--- src/rtl/sr_latch_pkg.sv ---
// sr_latch_pkg: shared state encoding and timer sizing for the SR latch driver
package sr_latch_pkg;
  typedef enum logic [1:0] {IDLE, PULSE, SETTLE, CHECK} state_t;
  localparam int PULSE_DEF = 2;
  localparam int SETTLE_DEF = 1;
  function automatic int tmr_w(input int p, input int s);
    return $clog2((p > s ? p : s) + 1);
  endfunction
  localparam int TMR_W = tmr_w(PULSE_DEF, SETTLE_DEF);
endpackage

--- src/rtl/sr_pulse_timer.sv ---
// sr_pulse_timer: loadable down-counter, expire is high in the last counted cycle
module sr_pulse_timer
  import sr_latch_pkg::*;
#(
  parameter int W = TMR_W
) (
  input  logic         clk,
  input  logic         rst_n,
  input  logic         load,
  input  logic [W-1:0] load_val,
  output logic         expire
);
  logic [W-1:0] cnt_q, cnt_d;
  always_comb begin
    cnt_d = load ? load_val : (cnt_q != '0 ? cnt_q - W'(1) : cnt_q);
    expire = cnt_q == W'(1);
  end
  always_ff @(posedge clk) begin
    if (!rst_n) cnt_q <= '0;
    else cnt_q <= cnt_d;
  end
endmodule

--- src/rtl/sr_latch_driver.sv ---
// sr_latch_driver: masked write controller producing non-overlapping s/r pulses with readback check
module sr_latch_driver
  import sr_latch_pkg::*;
#(
  parameter int WIDTH = 8,
  parameter int PULSE_CYCLES = PULSE_DEF,
  parameter int SETTLE_CYCLES = SETTLE_DEF
) (
  input  logic             clk,
  input  logic             rst_n,
  input  logic             req_valid,
  output logic             req_ready,
  input  logic [WIDTH-1:0] req_data,
  input  logic [WIDTH-1:0] req_mask,
  input  logic [WIDTH-1:0] q_fb,
  output logic [WIDTH-1:0] s,
  output logic [WIDTH-1:0] r,
  output logic             done,
  output logic             err,
  output logic [WIDTH-1:0] err_bits
);
  localparam int TW = tmr_w(PULSE_CYCLES, SETTLE_CYCLES);
  state_t state_q, state_d;
  logic [WIDTH-1:0] data_q, data_d, mask_q, mask_d, s_q, s_d, r_q, r_d;
  logic [WIDTH-1:0] err_bits_q, err_bits_d, set_vec, rst_vec;
  logic done_q, done_d, err_q, err_d, accept, expire, load;
  logic [TW-1:0] load_val;
  sr_pulse_timer #(.W(TW)) u_timer (
    .clk(clk),
    .rst_n(rst_n),
    .load(load),
    .load_val(load_val),
    .expire(expire)
  );
  assign req_ready = state_q == IDLE;
  assign accept = req_valid & req_ready;
  // set and reset vectors are disjoint by construction, so s&r can never be 1
  always_comb begin
    set_vec = req_mask & req_data & ~q_fb;
    rst_vec = req_mask & ~req_data & q_fb;
    state_d = state_q;
    case (state_q)
      IDLE:    state_d = accept ? (|(set_vec | rst_vec) ? PULSE : CHECK) : IDLE;
      PULSE:   state_d = expire ? SETTLE : PULSE;
      SETTLE:  state_d = expire ? CHECK : SETTLE;
      default: state_d = IDLE;
    endcase
    data_d = accept ? req_data : data_q;
    mask_d = accept ? req_mask : mask_q;
    s_d = state_d == PULSE ? (state_q == IDLE ? set_vec : s_q) : '0;
    r_d = state_d == PULSE ? (state_q == IDLE ? rst_vec : r_q) : '0;
    load = state_d != state_q && (state_d == PULSE || state_d == SETTLE);
    load_val = state_d == PULSE ? TW'(PULSE_CYCLES) : TW'(SETTLE_CYCLES);
    done_d = state_q == CHECK;
    err_bits_d = done_d ? mask_q & (q_fb ^ data_q) : err_bits_q;
    err_d = done_d ? |err_bits_d : err_q;
  end
  always_ff @(posedge clk) begin
    if (!rst_n) begin
      state_q <= IDLE;
      data_q <= '0;
      mask_q <= '0;
      s_q <= '0;
      r_q <= '0;
      done_q <= 1'b0;
      err_q <= 1'b0;
      err_bits_q <= '0;
    end else begin
      state_q <= state_d;
      data_q <= data_d;
      mask_q <= mask_d;
      s_q <= s_d;
      r_q <= r_d;
      done_q <= done_d;
      err_q <= err_d;
      err_bits_q <= err_bits_d;
    end
  end
  assign s = s_q;
  assign r = r_q;
  assign done = done_q;
  assign err = err_q;
  assign err_bits = err_bits_q;
endmodule

--- config.mk ---
export PLATFORM = sky130hd
export DESIGN_NAME = sr_latch_driver
export DESIGN_NICKNAME = d
export VERILOG_FILES = /design/src/rtl/sr_latch_pkg.sv /design/src/rtl/sr_pulse_timer.sv /design/src/rtl/sr_latch_driver.sv
export SDC_FILE = /design/constraint.sdc
export NUM_CORES = 1
export LEC_CHECK = 0
export CORE_ASPECT_RATIO = 1.4
export CORE_UTILIZATION = 44
export CTS_CLUSTER_SIZE = 24
export DETAILED_ROUTE_END_ITERATION = 16
export GPL_TIMING_DRIVEN = 1
export PLACE_DENSITY = 0.75
export SLEW_MARGIN = 20
export SYNTH_ARGS = -nofsm -noshare
export SYNTH_HDL_FRONTEND = slang
export SYNTH_SLANG_ARGS = --single-unit
--- constraint.sdc ---
create_clock -name clk -period 2.22 [get_ports clk]
set_input_delay 0.444 -clock clk [delete_from_list [all_inputs] [get_ports clk]]
set_output_delay 0.444 -clock clk [all_outputs]
set_load 0.1 [all_outputs]
# Word-level counts from Yosys, hierarchy flattened
# Index checks and enable logic that the tools add are counted.
[op_classes] n_addsub=1 eq_ne=7 mux=9 bitwise_logic=10 reduce_logical=8
[ops] cell="8-bit bitwise AND" count=5
[ops] cell="8-bit inverter" count=2
[ops] cell="8-bit OR reduction" count=2
[ops] cell="2-bit two-way mux" count=6
[ops] cell="8-bit two-way mux" count=1
[ops] cell="8-bit OR" count=1
[ops] cell="8-bit bitwise XOR" count=1
[ops] cell="2-bit by 1-bit equality test with 1-bit output, second input constant" count=3
[ops] cell="2-bit equality test, second input constant" count=3
[ops] cell="2-bit one-hot mux with 3 select lines" count=1
[ops] cell="2-bit nonzero test" count=2
[ops] cell="2-bit zero test" count=1
[ops] cell="2-bit inequality test" count=1
[ops] cell="2-bit AND reduction" count=1
[ops] cell="2-bit by 1-bit subtractor with 2-bit output, second input constant" count=1
[ops] cell="1-bit bitwise AND" count=1
[ops] cell="1-bit logical AND" count=1
[ops] cell="1-bit logical OR" count=1
[ops] cell="1-bit two-way mux" count=1
[totals] regBits=46 inputBits=27

# Longest topological paths before layout
# Gate-level depths: netlist of the first run.
[depth] depth_word=12 depth_mapped=10 depth_no_buf=8

# Modules after synthesis
# A second synthesis of the first run with hierarchy kept.
[hier_totals] cells_unflattened=246 hier_area_um2=2108.3
[modules_own_cells] module="sr_latch_driver" instances=1 cells_per_inst=232 area_each_um2=1979.4
[modules_own_cells] module="sr_pulse_timer" instances=1 cells_per_inst=14 area_each_um2=128.9

# Worst setup path before layout of the first run
# No wires, ideal clock.
[synth_path] path_kind="input port to flip-flop" from="input req_valid" to="register u_timer.cnt_q[1]" arrival_ns=2.210 path_slack_ns=-0.106 stages=9 n_path_buf=1 cell_sequence="or3b_1 -> buf_2 -> nor2_1 -> nand4_1 -> o22a_1 -> ha_1 -> a311oi_1 -> mux2i_1 -> nor2b_1"
[synth_between] elab_chain_len=7 word_cells_on_any_way=11
[synth_lines] element="start, declared" line_no="sr_latch_driver.sv:11" source="input logic req_valid,"
[synth_lines] element="1-bit bitwise AND (*)" line_no="sr_latch_driver.sv:36" source="assign accept = req_valid & req_ready;"
[synth_lines] element="2-bit two-way mux (*)" line_no="sr_latch_driver.sv:43" source="IDLE: state_d = accept ? (|(set_vec | rst_vec) ? PULSE : CHECK) : IDLE;"
[synth_lines] element="2-bit one-hot mux with 3 select lines (*)" line_no="sr_latch_driver.sv:42" source="case (state_q)"
[synth_lines] element="2-bit by 1-bit equality test with 1-bit output or 2-bit equality test (tied branches)" line_no="sr_latch_driver.sv:52, sr_latch_driver.sv:53"
[synth_lines] element="1-bit logical OR" line_no="sr_latch_driver.sv:52" source="load = state_d != state_q && (state_d == PULSE || state_d == SETTLE);"
[synth_lines] element="1-bit logical AND" line_no="sr_latch_driver.sv:52"
[synth_lines] element="2-bit two-way mux or 2-bit nonzero test (tied branches)"
[synth_lines] element="end signal, assigned" line_no="sr_pulse_timer.sv:20" source="else cnt_q <= cnt_d;"
[synth_lines] element="end, declared" line_no="sr_pulse_timer.sv:13" source="logic [W-1:0] cnt_q, cnt_d;"
# Every way passes the cells marked *; elsewhere a longest branch is shown, timed or not.
# A chain may end at the register's enable or synchronous reset.

# Final worst setup path of the first run
[layout_path] from="input q_fb[1]" to="register u_timer.cnt_q[0]"
[layout_between] elab_chain_len=11 word_cells_on_any_way=16
[layout_lines] element="start, declared" line_no="sr_latch_driver.sv:15" source="input logic [WIDTH-1:0] q_fb,"
[layout_lines] element="8-bit inverter" line_no="sr_latch_driver.sv:39" source="set_vec = req_mask & req_data & ~q_fb;"
[layout_lines] element="8-bit bitwise AND" line_no="sr_latch_driver.sv:39"
[layout_lines] element="8-bit OR (*)" line_no="sr_latch_driver.sv:43"
[layout_lines] element="8-bit OR reduction (*)" line_no="sr_latch_driver.sv:43"
[layout_lines] element="2-bit two-way mux (*) (2 in a row)" line_no="sr_latch_driver.sv:43"
[layout_lines] element="2-bit one-hot mux with 3 select lines (*)" line_no="sr_latch_driver.sv:42"
[layout_lines] element="2-bit by 1-bit equality test with 1-bit output or 2-bit equality test (tied branches)" line_no="sr_latch_driver.sv:52, sr_latch_driver.sv:53"
[layout_lines] element="1-bit logical OR" line_no="sr_latch_driver.sv:52"
[layout_lines] element="1-bit logical AND" line_no="sr_latch_driver.sv:52"
[layout_lines] element="2-bit two-way mux or 2-bit nonzero test (tied branches)"
# Marked as above.

==> out/results.ini, run 1 <==
[placed_design]
place.gp.congestion=0.864
dp_hpwl_um=3990
dpl_cell_area_sq_um=2860
portBuffers=53
post-place-ws_ps=-516

[timing]
max_slew.worst_pin.slew_ps=351
worst_slack_ps=-4.32
rsz0062_at_grt=yes
period_needed_ps=2220
hold_violations=0
finalSetupViolations=1
relSlewSlack_pct=76.6
fin_skew_ps=7.38
holdWs_ps=417
max_freq_ghz=0.450
slew_viol_final=0
period_share_pct=100

[cts]
cts.sinks=46
insertion_delay_ps=290
cts_tree=done
clkTransAtPathRegs_ps=80
cts_buffer_depth=2
numCtsBuffers=5
clock-root-buffer=clkbuf_8
htreeDepth=2

[logic_synthesis]
async_reset_ff_share_pct=0
ys_types=37
synth.cell_area_sq_um=2140
ys_seq_area_share_pct=43.0
synth_area_leaders=dfxtp_1 (43%), nand2_1 (12%), a21boi_2 (5.3%)
ys_ff_latch=46
yosysTopAreaCell=dfxtp_1
syn_avg_cell_area_sq_um=8.40
synth_top_area_share_pct=43.0
ys.flop_type=dfxtp_1
yosysMostFrequentCell=nand2_1
syn_nets=285
synth_edf_count=0
synthCells=255
synthTopCellsByCount=nand2_1 (71), dfxtp_1 (46), a21oi_1 (18), nand3_1 (12)
ys_warn_count=0

[worst_setup_path]
critPathLaunchType=input port
end_kind=flop
max_stage_delay_ps=310
cp_cell_sequence=buf_2 > and3b_2 > nor4_2 > nand4_1 > o22a_1 > ha_1 > a311oi_2 > mux2i_1 > and2_1
cp_slowest_cell=a311oi_2
critPathBufInv=1
critPathMaxFanout=3
cp.required_ps=2460
cp_top_family=simple AND/OR/NAND/NOR gates
path_depth=9
cp_data_arrival_time_ps=2460
r2r_cells=8
path_class=in -> reg

[flow_run]
cap_violations=0

[detailed_routing]
remaining_drc_errors=0
drt-vias-per-instance=5.17
antenna_left=0
wire_per_inst_um=14.0
drt_first_pass_iters=4
routed_wl_um=5680
via_count=2103
drtIter0Drc=101

[global_route]
grt_pass1_vias=2017
grt_overflow=0
grt_max_degree=33
grt_usage_pct=23.3
grt_first_pass_wirelength_um=8940
grt_antenna_before_repair=0

[worst_hold_path]
hold_depth=3
min_path_type=in -> reg

[final_layout]
multi_input_area_sq_um=1170
num-fill-cells=412
final-seq-area_sq_um=922
drive_gt1_share_pct=33.0
final_nets=375
n_antenna_cell=0
area_delta_synth_final_pct=41.4
design_area_sq_um=3030

[floorplanning]
row_count=29
die_w_um=61.0
io_pins=54
core_area_sq_um=4610
die_height_um=84.5
dieArea_sq_um=5150
start_util_pct=46.5

[power]
power_density_nw_per_um2=778
power_leakage_nw=1.30
max-vdd-ir-drop_v=0.000456

[outcome]
violations=negative setup slack
status=finished, violations left

-- sequential cells by signal, summed over array words and instances, names as in the netlist, 2 cells and up --
| register | cells |
|---|---|
| data_q | 8 |
| err_bits | 8 |
| mask_q | 8 |
| r | 8 |
| s | 8 |
| state_q | 2 |
| u_timer.cnt_q | 2 |
-- worst min-delay path: stages --
cell and delay [ps]:
buf_2 110, nand2_1 50, a21boi_0 60
-- path summary, 6_finish.rpt --
| kind | end | slack, ps | from |
|---|---|---|---|
| max | u_timer.cnt_q[0] | -4 | q_fb[1] |
| min | data_q[7] | 420 | req_data[7] |
| max reg2reg | u_timer.cnt_q[0] | 40 | state_q[1] |
| min reg2reg | r[4] | 460 | r[4] |
-- cell usage in the layout, fill, tap and decap left out, drive strengths merged --
cell and instances:
buf 78, nand2 71, dfxtp 46, a21oi 18, a21boi 18, nand3 12, nor2b 11, o21ai 11
dlygate4sd2 9, xor2 8, and2 8, and3b 8, clkbuf 7, clkdlybuf4s50 5, clkdlybuf4s15 5, inv 3
and3 3, ha 3, nand4 2, mux2i 2, nor2 2, nor4 1, or3b 1, nor3 1
o22a 1, or2 1, o221a 1, clkinv 1, xnor2 1, a2bb2oi 1, and4 1, a22oi 1
a31oi 1, nand2b 1, nor3b 1, a311oi 1
-- final cells by class --
type | instances | area share [%]
Inverter | 4 | 0.661
Clock buffer | 7 | 2.52
Tap cell | 62 | 2.56
Multi-Input combinational cell | 191 | 38.5
Sequential cell | 46 | 30.5
Timing Repair Buffer | 97 | 25.3
-- per-layer routing --
layer,vias to the layer above,global-route usage (%),wire length (um)
li1,1030,-,-
met1,982,25.8,2280
met2,79,41.6,3040
met3,12,4.93,227
met4,0,9.30,140
met5,-,0,0
-- per-stage QoR --
step | cells | TNS [ps] | power (mW) | util (%)
after floorplan | 255 | -46.3 | 1.61 | -
final | 407 | -4.32 | 2.35 | 65.7
after detailed placement | 389 | -4130 | 1.86 | 62.0
after global routing | 407 | -139 | 2.48 | 65.7
after CTS | 407 | -14.1 | 2.34 | 65.4
after global placement | 389 | -3950 | 1.84 | 62.0
-- cell families (layout without fill, tap and decap cells) --
family,count (synthesis),count (layout),share of synthesized area (%)
flip-flops,46,46,43.0
AND/OR/NAND/NOR,124,124,28.3
adder cells (fa/ha/maj),3,3,1.75
multiplexers,2,2,0.935
AO/OA/AOI/OAI,53,53,17.2
buffers and inverters,18,108,5.08
XOR/XNOR,9,9,3.68
-- report_power, final --
part,internal [mW],total (mW),switching [mW]
registers,0.901,0.948,0.0461
logic,0.347,0.935,0.588
clock network,0.217,0.472,0.255
total,1.47,2.35,0.889
-- repair_timing --
action | 4_1_cts | 5_1_grt
pin swaps | 16 | 3
hold buffers | 0 | 0
resized for setup | 67 | 4
buffers inserted | 11 | 0
setup endpoints to repair | 2 | 2
Note: power is estimated with default switching activity, not from simulation.
==> run 2, diff against run 1 <==
- SYNTH_HIERARCHICAL: default -> 1
==> out/results.ini, run 2 <==
[cts]
cts_tree=done
htreeDepth=2  ; unchanged
insertion_delay_ps=300  ; about the same
cts_buffer_depth=2  ; unchanged
cts.sinks=46  ; unchanged
clock-root-buffer=clkbuf_8
clkTransAtPathRegs_ps=90  ; about the same
hold_buffers=0  ; unchanged
numCtsBuffers=5  ; unchanged

[worst_setup_path]
rrSetupSlack_ps=330  ; +290 ps
regToRegStartpoint=state_q[1]
cp_data_arrival_time_ps=2350  ; -110 ps
end_kind=flop
cp.required_ps=2440  ; -20 ps
critPathMaxFanout=3  ; unchanged
path_class=in -> reg
critPathLaunchType=input port
r2r_cells=9  ; +1
rr_endpoint=u_timer/cnt_q[1]

[global_route]
grt_usage_pct=21.9  ; -1.4 points
grt_antenna_before_repair=0  ; unchanged
grt_overflow=0  ; unchanged
grt_max_degree=19  ; -42%
grt_pass1_vias=1880  ; -6.8%
grt_first_pass_wirelength_um=8370  ; -6.3%

[final_layout]
drive_gt1_share_pct=22.1  ; -11 points
final_nets=355  ; -5.3%
final_cell_mix=nand2_1 (62), buf_4 (57), dfxtp_1 (46)
design_area_sq_um=2950  ; -2.5%
layout_commonest_cell=nand2_1
area_delta_synth_final_pct=40.0
n_antenna_cell=0  ; unchanged
fin_cells=388  ; -4.7%

[timing]
max_freq_ghz=0.469  ; +4.4%
relSlewSlack_pct=65.7  ; -11 points
finalSetupViolations=0  ; -1
fin_setup_tns_ps=0  ; +4.32 ps
period_needed_ps=2130  ; -94.2 ps
period_share_pct=96.0  ; -4.2 points
max_slew.worst_pin.slew_ps=513  ; +162 ps
fin_skew_ps=5.50  ; -1.88 ps
rsz0062_at_grt=no
hold_violations=0  ; unchanged
slew_viol_final=0  ; unchanged

[logic_synthesis]
ys_warn_count=6  ; +6
synth_area_leaders=dfxtp_1 (44%), nand2_1 (11%), xor2_1 (6.2%)
syn_nets=276  ; -3.2%
synth.cell_area_sq_um=2110  ; -1.5%
ys_types=33  ; -11%
ys_ff_latch=46  ; unchanged
ys.flop_type=dfxtp_1
synth_edf_count=0  ; unchanged
synthTopCellsByCount=nand2_1 (62), dfxtp_1 (46), a21oi_1 (19), xor2_1 (15), nand4b_1 (12)
yosysTopAreaCell=dfxtp_1
synth_top_area_share_pct=43.7  ; +0.66 points
syn_avg_cell_area_sq_um=8.57  ; +2.1%
ys_seq_area_share_pct=43.7  ; +0.66 points
synthCells=246  ; -3.5%
yosysMostFrequentCell=nand2_1
async_reset_ff_share_pct=0  ; unchanged

[placed_design]
dp.cells=380  ; -2.3%
place.gp.congestion=0.768  ; -11%
portBuffers=53  ; unchanged
dpl_cell_area_sq_um=2830  ; -0.96%
dp_hpwl_um=3870  ; -3.2%

[floorplanning]
dieArea_sq_um=5080  ; -1.5%
die_height_um=83.9  ; -0.74%
die_w_um=60.5  ; -0.74%
io_pins=54  ; unchanged
start_util_pct=46.1  ; -0.34 points
row_count=29  ; unchanged
core_area_sq_um=4570  ; -0.79%

[worst_hold_path]
hold_depth=2  ; -1
min_path_type=reg -> reg
worst_hold_startpoint=mask_q[6]
min_to=mask_q[6]

[outcome]
status=complete, no violations

[detailed_routing]
drt_first_pass_iters=4  ; unchanged
via_count=1929  ; -8.3%
routed_wl_um=5070  ; -11%
drt-vias-per-instance=4.97  ; -3.8%
remaining_drc_errors=0  ; unchanged
wire_per_inst_um=13.1  ; -6.4%
antenna_left=0  ; unchanged
drtIter0Drc=43  ; -57%

[flow_run]
cap_violations=0  ; unchanged

[power]
power_density_nw_per_um2=820  ; +5.4%
power_leakage_nw=1.23  ; -5.3%
max-vdd-ir-drop_v=0.000527  ; +16%

==> run 2: cell types whose count changed in the layout (fill, tap and decap cells not counted), moves of 4 or more <==
cell             previous run  this run
dlygate4sd2_1               9         0
nand4b_1                    0        12
clkdlybuf4s50_1             5        25
a21boi_1                    0        10
nand2_1                    71        62
a21boi_2                   10         0
xor2_1                      8        15
clkdlybuf4s15_1             4         0
and3b_2                     6         0
nand3_1                    12         7
buf_2                       7         0
buf_4                      69        57
==> run 2: cell families (layout without fill, tap and decap cells) <==
kind of cell	after synthesis	after routing	synth area share (%)
buffers and inverters	17	97	4.87
XOR/XNOR	15	15	6.23
AO/OA/AOI/OAI	56	56	16.9
AND/OR/NAND/NOR	107	107	25.6
flip-flops	46	46	43.7
multiplexers	2	2	0.950
adder cells (fa/ha/maj)	3	3	1.78
==> run 2: layout make-up <==
type | instances | area [sq um]
inverters | 4 | 20.0
multi-input cells | 183 | 1090
clock inverters | 3 | 43.8
fillers | 424 | 1620
flip-flops and latches | 46 | 921
well taps | 62 | 77.6
clock buffers | 5 | 68.8
repair buffers | 85 | 731
==> run 2: how the worst max path moves through the flow <==
stage           startpoint               end  slack, ps
2_1_floorplan   state_q[0]              r[0]         50
5_1_grt        req_data[5]  u_timer/cnt_q[0]          6
3_5_place_dp   req_data[5]  u_timer/cnt_q[0]       -250
4_1_cts        req_data[5]  u_timer/cnt_q[0]         70
6_report       req_data[5]  u_timer/cnt_q[1]         90
3_3_place_gp       q_fb[5]  u_timer/cnt_q[0]       -190
==> run 2: what timing repair did <==
action | 4_1_cts | 5_1_grt
setup endpoints to repair | 0 | 2
buffers inserted | 0 | 0
gates resized for setup | 0 | 4
endpoints found under the hold margin | 0 | 0
==> run 2: worst max-delay path, cell delays in order <==
cell and delay (ps):
clkdlybuf4s50_1 430, xor2_1 180, a22oi_1 240, and4_1 250, a31oi_1 90, ha_1 310, nor2_2 50, nand2b_1 160
o31ai_2 200
==> run 2: per-stage QoR <==
stage	util (%)	setup WS, ps	total power, mW	hold WS (ps)
floorplan	-	47.2	1.52	430
global placement	61.9	-193	1.78	437
detailed placement	61.9	-252	1.80	441
CTS	64.4	66.8	2.43	454
global route	64.6	5.70	2.54	477
finish	64.6	89.8	2.42	451
==> run 2: where the power goes <==
group          switching [mW]  total [mW]  internal [mW]
clock                   0.299       0.637          0.338
sequential             0.0366       0.931          0.894
combinational           0.523       0.852          0.329
total                   0.859        2.42           1.56
==> run 2: layer usage <==
layer	track usage, %	share of wire [%]
met3	4.03	2.8
met1	25.9	42
met2	38.5	53
met4	6.82	1.5
met5	0	0
